**config.mk**
```make
export PLATFORM = sky130hd
export DESIGN_NAME = cbuf_write_arbiter_flat
export DESIGN_NICKNAME = d
export VERILOG_FILES = /design/src/rtl/cbuf_write_arbiter_if.sv /design/src/rtl/cbuf_write_arbiter.sv /design/src/flat_wrapper.sv
export SDC_FILE = /design/constraint.sdc
export NUM_CORES = 1
export LEC_CHECK = 0
export ABC_AREA = 1
export CORE_AREA = 3 3 78 80
export DETAILED_ROUTE_END_ITERATION = 8
export DIE_AREA = 0 0 81 83
export DONT_BUFFER_PORTS = 1
export GPL_TIMING_DRIVEN = 0
export PLACE_DENSITY = 0.56
export SLEW_MARGIN = 20
export SYNTH_ARGS = -nofsm -noshare
export SYNTH_HDL_FRONTEND = slang
export SYNTH_SLANG_ARGS = --single-unit
export TNS_END_PERCENT = 30
```
**constraint.sdc**
```tcl
create_clock -name clk -period 2.4 [get_ports clk]
set_clock_uncertainty 0.1 [all_clocks]
set_input_delay 0.12 -clock clk [delete_from_list [all_inputs] [get_ports clk]]
set_output_delay 0.12 -clock clk [all_outputs]
set_load 0.1 [all_outputs]
```
**src/rtl/cbuf_write_arbiter_if.sv**
```systemverilog
// cbuf_write_arbiter_if: producer-side and buffer-side signals of one shared circular-buffer write port.
interface cbuf_write_arbiter_if #(
    parameter int DATA_W  = 32,
    parameter int NUM_REQ = 4,
    parameter int BURST_W = 4
);
    logic [NUM_REQ-1:0]         req;
    logic [NUM_REQ*BURST_W-1:0] burst_len;
    logic [NUM_REQ*DATA_W-1:0]  din_bus;
    logic [NUM_REQ-1:0]         dvalid;
    logic [NUM_REQ-1:0]         grant;
    logic [NUM_REQ-1:0]         accept;
    logic                       buf_ready;
    logic                       buf_full;
    logic                       buf_write_enable;
    logic [DATA_W-1:0]          buf_din;
    logic                       busy;
    logic [$clog2(NUM_REQ)-1:0] owner;

    modport master (
        output req, burst_len, din_bus, dvalid, buf_ready, buf_full,
        input  grant, accept, buf_write_enable, buf_din, busy, owner
    );

    modport slave (
        input  req, burst_len, din_bus, dvalid, buf_ready, buf_full,
        output grant, accept, buf_write_enable, buf_din, busy, owner
    );
endinterface

```
**src/rtl/cbuf_write_arbiter.sv**
```systemverilog
// cbuf_write_arbiter: round-robin burst arbiter sharing one circular-buffer write port among NUM_REQ producers.
module cbuf_write_arbiter #(
    parameter int DATA_W    = 32,
    parameter int NUM_REQ   = 4,
    parameter int MAX_BURST = 8,
    parameter int BURST_W   = 4
) (
    input logic                 clk,
    input logic                 rst,
    cbuf_write_arbiter_if.slave bus
);
    localparam int OW = $clog2(NUM_REQ);

    typedef enum logic {IDLE, BURST} state_t;

    state_t             state_q, state_d;
    logic [NUM_REQ-1:0] grant_q, grant_d;
    logic [OW-1:0]      owner_q, owner_d, last_q, last_d, pick;
    logic [BURST_W-1:0] rem_q, rem_d, len, eff_len;
    logic               wr;

    function automatic logic [OW-1:0] nxt(logic [OW-1:0] base, int k);
        return OW'((int'(base) + k) % NUM_REQ);
    endfunction

    always_ff @(posedge clk or negedge rst) begin
        if (!rst) begin
            state_q <= IDLE;
            grant_q <= '0;
            owner_q <= '0;
            last_q  <= OW'(NUM_REQ - 1);
            rem_q   <= '0;
        end else begin
            state_q <= state_d;
            grant_q <= grant_d;
            owner_q <= owner_d;
            last_q  <= last_d;
            rem_q   <= rem_d;
        end
    end

    // Walk from farthest to nearest so the first requester after last_q wins.
    always_comb begin
        pick = last_q;
        for (int k = NUM_REQ; k >= 1; k--)
            if (bus.req[nxt(last_q, k)]) pick = nxt(last_q, k);
        len     = bus.burst_len[pick*BURST_W +: BURST_W];
        eff_len = (len == '0) ? BURST_W'(1) : (int'(len) > MAX_BURST) ? BURST_W'(MAX_BURST) : len;
    end

    always_comb begin
        state_d = state_q;
        grant_d = grant_q;
        owner_d = owner_q;
        last_d  = last_q;
        rem_d   = rem_q;
        if (state_q == IDLE) begin
            if (|bus.req) begin
                state_d = BURST;
                grant_d = NUM_REQ'(1) << pick;
                owner_d = pick;
                rem_d   = eff_len;
            end
        end else begin
            if (wr) rem_d = rem_q - 1'b1;
            if (!bus.req[owner_q] || (wr && rem_q == BURST_W'(1))) begin
                state_d = IDLE;
                grant_d = '0;
                last_d  = owner_q;
            end
        end
    end

    always_comb begin
        wr                   = (state_q == BURST) & bus.dvalid[owner_q] & bus.buf_ready & ~bus.buf_full;
        bus.grant            = grant_q;
        bus.accept           = wr ? grant_q : '0;
        bus.buf_write_enable = wr;
        bus.buf_din          = (state_q == BURST) ? bus.din_bus[owner_q*DATA_W +: DATA_W] : '0;
        bus.busy             = state_q == BURST;
        bus.owner            = owner_q;
    end
endmodule

```
**src/flat_wrapper.sv**
```systemverilog
// flat-port wrapper written by rule: the top's interface ports become plain ports
module cbuf_write_arbiter_flat 
#(
    parameter int DATA_W    = 32,
    parameter int NUM_REQ   = 4,
    parameter int MAX_BURST = 8,
    parameter int BURST_W   = 4
)
  (clk, rst, bus_req, bus_burst_len, bus_din_bus, bus_dvalid, bus_buf_ready, bus_buf_full, bus_grant, bus_accept, bus_buf_write_enable, bus_buf_din, bus_busy, bus_owner);
  cbuf_write_arbiter_if #(.DATA_W(DATA_W), .NUM_REQ(NUM_REQ), .BURST_W(BURST_W)) bus_i ();
  input logic clk;
  input logic rst;
  input wire logic [$bits(bus_i.req)-1:0] bus_req;
  input wire logic [$bits(bus_i.burst_len)-1:0] bus_burst_len;
  input wire logic [$bits(bus_i.din_bus)-1:0] bus_din_bus;
  input wire logic [$bits(bus_i.dvalid)-1:0] bus_dvalid;
  input wire logic [$bits(bus_i.buf_ready)-1:0] bus_buf_ready;
  input wire logic [$bits(bus_i.buf_full)-1:0] bus_buf_full;
  output wire logic [$bits(bus_i.grant)-1:0] bus_grant;
  output wire logic [$bits(bus_i.accept)-1:0] bus_accept;
  output wire logic [$bits(bus_i.buf_write_enable)-1:0] bus_buf_write_enable;
  output wire logic [$bits(bus_i.buf_din)-1:0] bus_buf_din;
  output wire logic [$bits(bus_i.busy)-1:0] bus_busy;
  output wire logic [$bits(bus_i.owner)-1:0] bus_owner;
  assign bus_i.req = bus_req;
  assign bus_i.burst_len = bus_burst_len;
  assign bus_i.din_bus = bus_din_bus;
  assign bus_i.dvalid = bus_dvalid;
  assign bus_i.buf_ready = bus_buf_ready;
  assign bus_i.buf_full = bus_buf_full;
  assign bus_grant = bus_i.grant;
  assign bus_accept = bus_i.accept;
  assign bus_buf_write_enable = bus_i.buf_write_enable;
  assign bus_buf_din = bus_i.buf_din;
  assign bus_busy = bus_i.busy;
  assign bus_owner = bus_i.owner;
  cbuf_write_arbiter #(.DATA_W(DATA_W), .NUM_REQ(NUM_REQ), .MAX_BURST(MAX_BURST), .BURST_W(BURST_W)) u_core (.clk(clk), .rst(rst), .bus(bus_i));
endmodule
```
==> results of run 1 <==
[flip-flops by register name, summed over array words and instances (netlist names)]
signal / cells
u_core.rem_q: 4
u_core.bus.grant: 4
u_core.last_q: 2
u_core.bus.owner: 2
u_core.bus.busy: 1
[final timing paths]
| check | slack (ps) | start | cells after the start | endpoint |
|---|---|---|---|---|
| min in group asynchronous | 230 | rst | 1 | u_core.bus.grant[2]$_DFFE_PN0P_ |
| worst min register to register | 430 | u_core.last_q[1]$_DFFE_PN1P_ | 2 | u_core.last_q[1]$_DFFE_PN1P_ |
| worst max register to register | -150 | u_core.bus.owner[0]$_DFFE_PN0P_ | 9 | u_core.bus.grant[3]$_DFFE_PN0P_ |
| max in group asynchronous | 1510 | rst | 1 | u_core.bus.busy$_DFF_PN0_ |
| worst min-delay path | 110 | bus_burst_len[4] | 6 | u_core.rem_q[0]$_DFFE_PN0P_ |
| worst max-delay path | -160 | u_core.bus.owner[0]$_DFFE_PN0P_ | 7 | bus_accept[1] |
[per-layer routing]
| layer | wire, um | GRT usage, % | part of all wire, % | up-vias |
|---|---|---|---|---|
| li1 | - | - | - | 1507 |
| met1 | 3480 | 27.4 | 36 | 1390 |
| met2 | 5000 | 48.1 | 52 | 140 |
| met3 | 903 | 6.40 | 9.5 | 16 |
| met4 | 168 | 3.38 | 1.8 | 0 |
| met5 | 0 | 0 | 0 | - |
[critical path: cells and delay by family (launching register included)]
kind / cells / cell delay (ps)
DFF: 1 / 630
and+or+nand+nor: 4 / 1020
buffers and inverters: 3 / 440
[cells by family (layout without fill, tap and decap cells)]
logic type	count (synthesis)	count (layout)	synth area share, %
fa+ha+maj	2	2	1.04
flops	13	13	13.7
compound gates	117	117	25.5
xor+xnor	1	1	0.365
simple gates	266	266	48.6
buf+inv	55	70	10.7
[cell usage after synthesis, types with 2 or more instances]
cell	instances
a21oi_1	37
a21oi_2	2
buf_1	3
buf_2	3
buf_6	4
clkbuf_1	20
dfrtp_1	11
dfstp_2	2
ha_1	2
inv_1	20
nand2_1	62
nand2_2	16
nand2_4	4
nand3_1	17
nand3_2	6
nand4_1	4
nor2_1	151
nor2_4	3
o21ai_0	74
[per-stage QoR]
step                cell area [um^2]  setup slack [ps]  std cells
CTS                             3250              -127        535
detailed placement              2920              -389        526
floorplan                       2830             -9.47        454
global placement                2920              -441        526
finish                          3520              -164        541
global route                    3520              -210        541
[cell type report]
| type | instances | area [um^2] | area share, % |
|---|---|---|---|
| inverters | 24 | 120 | 3.41 |
| clock inverters | 1 | 5.00 | 0.142 |
| flip-flops and latches | 13 | 339 | 9.63 |
| clock buffers | 3 | 41.3 | 1.17 |
| multi-input cells | 386 | 2430 | 69.0 |
| well taps | 72 | 90.1 | 2.56 |
| plain buffers | 31 | 360 | 10.2 |
| repair buffers | 11 | 136 | 3.87 |
[timing repair]
item | CTS | global route
gates cloned | 0 | 3
setup endpoints to repair | 43 | 43
buffers inserted | 4 | 3
gates resized for setup | 105 | 78
pin swaps | 29 | 34
hold buffers | 1 | 0
endpoints found under the hold margin | 13 | 0
==> impl_metrics.py, run 1 <==
metrics = {
    "synth": {
        "synth-seq-cells": 13,
        "synthesis.nets": 612,
        "avgSynthCellArea_um2": 5.29,
        "synth_edf_count": 0,
        "synth_cells": 454,
        "syn_area_um2": 2400,
        "synthTopCellsByArea": "nor2_1, o21ai_0, dfrtp_1, nand2_1, a21oi_1",
        "seq_area_frac_synth_pct": 13.7,
        "synth_top_area_share_pct": 23.6,
        "synth.distinct_cells": 32,
        "ys_async_sr_fraction_pct": 100,
        "ys.flop_type": "dfrtp_1",
        "yosysTopAreaCell": "nor2_1",
        "yosys_warnings": 0,
    },
    "timing": {
        "totalNegativeSetupSlack_ps": -2830,
        "fin_crit_sh_pct": 107,
        "maxSlewHeadroom_pct": 25.8,
        "fin_hold_ws_ps": 105,
        "clock.fmax_mhz": 390,
        "fin_crit_ps": 2560,
        "rsz0062_at_grt": "true",
        "final-max-slew-violation-count": 0,
        "tightest_slew_ps": 1110,
        "fin_ws_ps": -164,
        "hold_viol": 0,
        "setup-violations-final": 41,
    },
    "cts": {
        "clkLatencyLatePin_ps": 250,
        "cts_buffer_depth": 2,
        "cts_sinks": 13,
        "cts_root_buffer": "clkbuf_8",
        "cts_tree": "done",
        "htree_levels": 1,
        "cts_made_buffers": 3,
        "clk_pin_slew_ps": 60,
    },
    "die": {
        "die-width_um": 81,
        "rows": 27,
        "core-area_um2": 5470,
        "initial_core_util_pct": 43.9,
        "die_h_um": 83,
        "io_pins": 200,
        "die_area_um2": 6720,
    },
    "setup_path": {
        "cp-start-kind": "flip-flop",
        "cp.required_ps": 2180,
        "crit_type": "reg2out",
        "slowest_delay_ps": 790,
        "slowest_stage": "nor2_2",
        "cp_max_fo": 6,
        "cp_common_cell": "nand3_4",
        "cp.arrival_ps": 2340,
        "endpoint_kind": "primary output",
        "path_cells": "buf_8, inv_8, nand2_4, nand3_4, nand3_4, buf_12, nor2_2",
    },
    "drt": {
        "drt.antenna.violating_nets": 0,
        "drt_iter0_drc": 94,
        "via_per_inst": 5.64,
        "dr_total_vias": 3053,
        "drt_pre_antenna_iters": 5,
        "drcViolationCount": 0,
        "routed_wl_mm": 9.55,
        "wl_per_cell_um": 17.7,
    },
    "global_route": {
        "grt_util_all_layers_pct": 25.1,
        "grt_remaining_overflow": 0,
        "grt_pass1_wl_mm": 13.8,
        "antenna_found_initial": 0,
        "grt_max_degree": 14,
        "grt_pass1_vias": 2879,
    },
    "layout": {
        "drive_gt1_share_pct": 38.0,
        "syn_to_final_growth_pct": 46.8,
        "nets": 628,
        "final_common_cell": "nor2_1",
        "num_antenna_cells": 0,
        "final_cell_mix": "nor2_1, nand2_1, o21ai_2, a21oi_4, o21ai_1",
        "num-fill-cells": 531,
        "fin_util_pct": 64.4,
    },
    "status": {
        "status": "complete, but fails checks",
        "violations": "negative setup slack",
    },
    "placement": {
        "place_congestion": 0.814,
        "port_buffers": 0,
        "dpl.hpwl_mm": 7.33,
    },
    "flow_run": {
        "cap_viol_max_count": 0,
    },
    "hold_path": {
        "hold_class": "in2reg",
    },
}
Power of run 1 is left out: the tool's default activity adds up to more than one toggle a clock period on the data nets, which glitch-free logic cannot reach.
==> run 2: changes to the inputs <==
CORE_AREA = 3 3 77 79   (was 3 3 78 80)
DIE_AREA = 0 0 80 82   (was 0 0 81 83)
PLACE_DENSITY = 0.57   (was 0.56)
SLEW_MARGIN = default   (was 20)
==> impl_metrics.py, run 2 (synthesis results as in run 1) <==
metrics = {
    "status": {
        "status": "complete, but fails checks",
        "violations": "negative setup slack",
    },
    "timing": {
        "fin_ws_ps": -163,
        "fin_crit_ps": 2560,
        "setup-violations-final": 41,
        "rsz0062_at_grt": "true",
        "fin_hold_ws_ps": 73.8,
        "clock.fmax_mhz": 390,
        "final-max-slew-violation-count": 0,
        "maxSlewHeadroom_pct": 26.4,
        "fin_crit_sh_pct": 107,
        "tightest_slew_ps": 1100,
        "hold_viol": 0,
    },
    "global_route": {
        "antenna_found_initial": 0,
        "grt_use_met3_pct": 6.36,
        "use_met1_pct": 29.8,
        "grt_util_all_layers_pct": 24.3,
        "grt_max_degree": 14,
        "use_met2_pct": 44.7,
        "grt-busiest-layer": "met2",
        "grt_pass1_vias": 2554,
        "grt_remaining_overflow": 0,
        "grt_pass1_wl_mm": 12.9,
    },
    "die": {
        "core-area_um2": 5410,
        "io_pins": 200,
        "die_h_um": 82,
        "die-width_um": 80,
        "initial_core_util_pct": 44.4,
        "die_area_um2": 6560,
        "rows": 27,
    },
    "cts": {
        "cts_made_buffers": 3,
        "cts_tree": "done",
        "cts_buffer_depth": 2,
        "cts_sinks": 13,
        "htree_levels": 1,
        "cts_root_buffer": "clkbuf_8",
        "clk_pin_slew_ps": 60,
        "clkLatencyLatePin_ps": 250,
    },
    "placement": {
        "dpl.hpwl_mm": 6.96,
        "port_buffers": 0,
        "dp.cells": 526,
        "place_ws_ps": -346,
        "place_congestion": 0.789,
    },
    "layout": {
        "fin_util_pct": 60.4,
        "final_cell_mix": "nor2_1, nand2_1, o21ai_1",
        "num_antenna_cells": 0,
        "final_common_cell": "nor2_1",
        "nets": 627,
        "layout.cells.non_filler": 540,
        "num-fill-cells": 561,
        "syn_to_final_growth_pct": 36.0,
        "regArea_um2": 339,
        "drive_gt1_share_pct": 31.0,
        "multi_input_comb_area_um2": 2280,
    },
    "setup_path": {
        "cp_max_fo": 4,
        "reg2reg_to": "u_core.bus.grant[2]$_DFFE_PN0P_",
        "endpoint_kind": "primary output",
        "cp.arrival_ps": 2340,
        "cp.required_ps": 2180,
        "path_cells": "buf_6, buf_4, nand3_2, nand3_4, buf_12, nor2_2",
        "timing.rr.start": "u_core.bus.owner[0]$_DFFE_PN0P_",
        "rrSetupSlack_ps": -130,
        "crit_family": "simple AND/OR/NAND/NOR gates",
        "r2r_cells": 10,
        "slowest_delay_ps": 790,
        "crit_type": "reg2out",
        "critPathBufInv": 3,
        "slowest_stage": "nor2_2",
        "cp-start-kind": "flip-flop",
        "crit_start": "u_core.bus.owner[1]$_DFFE_PN0P_",
    },
    "flow_run": {
        "cap_viol_max_count": 0,
    },
    "drt": {
        "drcViolationCount": 0,
        "drt_pre_antenna_iters": 4,
        "drt_iter0_drc": 116,
        "drt.antenna.violating_nets": 0,
        "dr_total_vias": 2946,
        "via_per_inst": 5.46,
        "routed_wl_mm": 8.73,
        "wl_per_cell_um": 16.2,
    },
    "hold_path": {
        "hold-path-endpoint": "u_core.rem_q[0]$_DFFE_PN0P_",
        "hold_class": "in2reg",
        "min-delay-start": "bus_burst_len[4]",
        "hold_depth": 6,
    },
}
[run 2: worst max-delay path by stage]
| stage | end | slack [ps] | cells after the start |
|---|---|---|---|
| 6_report | bus_accept[1] | -160 | 6 |
| 5_1_grt | bus_accept[2] | -210 | 7 |
| 4_1_cts | u_core.bus.grant[3]$_DFFE_PN0P_ | -160 | 10 |
| 3_5_place_dp | bus_buf_din[19] | -350 | 6 |
| 3_3_place_gp | bus_buf_din[1] | -330 | 7 |
| 2_1_floorplan | bus_buf_din[24] | -9 | 7 |
[run 2: tightest hold or removal path: cells and delay by family]
kind / cells / cell delay, ps
AND/OR/NAND/NOR: 6 / 280
[run 2: repair_timing]
action	CTS	global route
pin swaps	28	18
resized for setup	91	43
endpoints found under the hold margin	13	0
buffers inserted	4	5
setup endpoints to repair	43	43
hold buffers	1	0
[run 2: metal layers]
| layer | share of wire, % | up-vias | wire (um) |
|---|---|---|---|
| met5 | 0 | - | 0 |
| met4 | 0.31 | 0 | 27 |
| met3 | 8.8 | 6 | 772 |
| met2 | 52 | 123 | 4580 |
| met1 | 38 | 1315 | 3350 |
| li1 | - | 1502 | - |
[run 2: final cells by class]
class	count	area share, %
multi-input combinational	386	69.9
sequential	13	10.4
buffer	31	9.32
inverter	24	3.45
timing repair buffer	10	2.76
tap	72	2.76
clock buffer	3	1.27
clock inverter	1	0.153
[run 2: through the flow]
stage / instance area (um^2) / TNS, ps
final: 3260 / -2430
after global routing: 3260 / -5900
after CTS: 3140 / -3810
after detailed placement: 2920 / -11160
after global placement: 2920 / -9970
after floorplan: 2830 / -197
Power of run 2 is left out for the same reason.
==> run 3: changes to the inputs <==
CORE_AREA = 8 8 82 84   (was 3 3 77 79)
DIE_AREA = 0 0 90 92   (was 0 0 80 82)
==> impl_metrics.py, run 3 (synthesis results as in run 1) <==
metrics = {
    "status": {
        "status": "complete, but fails checks",
        "violations": "negative setup slack",
    },
    "die": {
        "io_pins": 200,
        "initial_core_util_pct": 44.4,
        "core-area_um2": 5410,
        "die-width_um": 90,
        "die_area_um2": 8280,
        "rows": 27,
        "die_h_um": 92,
    },
    "hold_path": {
        "hold_class": "in2reg",
    },
    "cts": {
        "cts_root_buffer": "clkbuf_8",
        "cts_made_buffers": 3,
        "cts_tree": "done",
        "cts_sinks": 13,
        "cts_buffer_depth": 2,
        "clkLatencyLatePin_ps": 250,
        "htree_levels": 1,
        "clk_pin_slew_ps": 60,
    },
    "placement": {
        "port_buffers": 0,
        "place_congestion": 0.806,
        "dpl.hpwl_mm": 8.10,
        "dp.cells": 526,
        "placed_area_um2": 2920,
    },
    "drt": {
        "wl_met3_um": 738,
        "routed_wl_mm": 9.97,
        "drt_iter0_drc": 136,
        "wl_per_cell_um": 18.5,
        "via_per_inst": 5.63,
        "dr_total_vias": 3033,
        "drcViolationCount": 0,
        "wl_met2_mm": 5.17,
        "drt.antenna.violating_nets": 0,
        "drt_pre_antenna_iters": 4,
        "met1_length_mm": 3.96,
        "top_layer_used": "met4",
    },
    "setup_path": {
        "path_cells": "inv_1, nor2_2",
        "endpoint_kind": "primary output",
        "cp.arrival_ps": 2310,
        "cp-start-kind": "flip-flop",
        "cp_max_fo": 2,
        "crit_type": "reg2out",
        "slowest_delay_ps": 970,
        "cp.required_ps": 2180,
        "slowest_stage": "dfrtp_1",
    },
    "global_route": {
        "antenna_found_initial": 0,
        "grt_pass1_wl_mm": 15.6,
        "grt_max_degree": 14,
        "grt_util_all_layers_pct": 22.4,
        "grt_pass1_vias": 2975,
        "grt_remaining_overflow": 0,
    },
    "timing": {
        "final-max-slew-violation-count": 0,
        "setup-violations-final": 40,
        "hold_viol": 0,
        "fin_crit_sh_pct": 106,
        "rsz0062_at_grt": "true",
        "fin_ws_ps": -133,
        "clock.fmax_mhz": 395,
        "fin_crit_ps": 2530,
        "tightest_slew_ps": 1110,
        "maxSlewHeadroom_pct": 26.1,
    },
    "layout": {
        "stdcell_area_um2": 3400,
        "final_common_cell": "nor2_1",
        "drive_gt1_share_pct": 33.4,
        "num_antenna_cells": 0,
        "syn_to_final_growth_pct": 41.5,
        "nets": 626,
        "final_cell_mix": "nor2_1, nand2_1, a21oi_4",
        "layout.cells.non_filler": 539,
    },
    "flow_run": {
        "cap_viol_max_count": 0,
    },
}
-- run 3: stage by stage --
| step | hold WS, ps | util [%] | TNS [ps] | setup WS (ps) |
|---|---|---|---|---|
| floorplan | -276 | - | -197 | -9.47 |
| global placement | -275 | 54.0 | -10130 | -325 |
| detailed placement | -275 | 54.0 | -10580 | -340 |
| CTS | 84.3 | 60.8 | -2810 | -138 |
| global route | 131 | 62.8 | -5200 | -208 |
| finish | 93.1 | 62.8 | -2320 | -133 |
-- run 3: final cells by class --
cell class / instances / area [um^2]
well taps: 72 / 90.1
fillers: 528 / 2010
flip-flops and latches: 13 / 339
repair buffers: 9 / 88.8
plain buffers: 31 / 363
multi-input cells: 386 / 2360
clock inverters: 1 / 5.00
inverters: 24 / 113
clock buffers: 3 / 41.3
-- run 3: worst paths after layout --
| kind | startpoint | endpoint | slack (ps) | cells past startpoint |
|---|---|---|---|---|
| hold reg to reg | u_core.last_q[1]$_DFFE_PN1P_ | u_core.last_q[1]$_DFFE_PN1P_ | 450 | 2 |
| setup / recovery | u_core.bus.grant[3]$_DFFE_PN0P_ | bus_accept[3] | -130 | 2 |
| max in group asynchronous | rst | u_core.bus.busy$_DFF_PN0_ | 1550 | 1 |
| hold / removal | bus_burst_len[4] | u_core.rem_q[0]$_DFFE_PN0P_ | 90 | 6 |
| min in group asynchronous | rst | u_core.bus.grant[0]$_DFFE_PN0P_ | 210 | 1 |
| setup reg to reg | u_core.bus.owner[0]$_DFFE_PN0P_ | u_core.bus.grant[3]$_DFFE_PN0P_ | -130 | 9 |
-- run 3: repair_timing --
item	4_1_cts	5_1_grt
cloned	1	0
endpoints found under the setup margin	43	43
hold endpoints to repair	13	0
hold buffers	1	0
gates resized for setup	119	28
buffers inserted	6	1
pin swaps	31	19
-- run 3: layer usage --
layer / up-vias / GRT usage [%]
li1: 1509 / -
met1: 1393 / 25.8
met2: 123 / 41.3
met3: 8 / 5.70
met4: 0 / 3.47
met5: - / 0
-- run 3: critical path: cells and delay by family (launching register included) --
kind	cells	cell delay, ps
buffers and inverters	1	190
and+or+nand+nor	1	900
DFF	1	970
Power of run 3 is left out for the same reason.
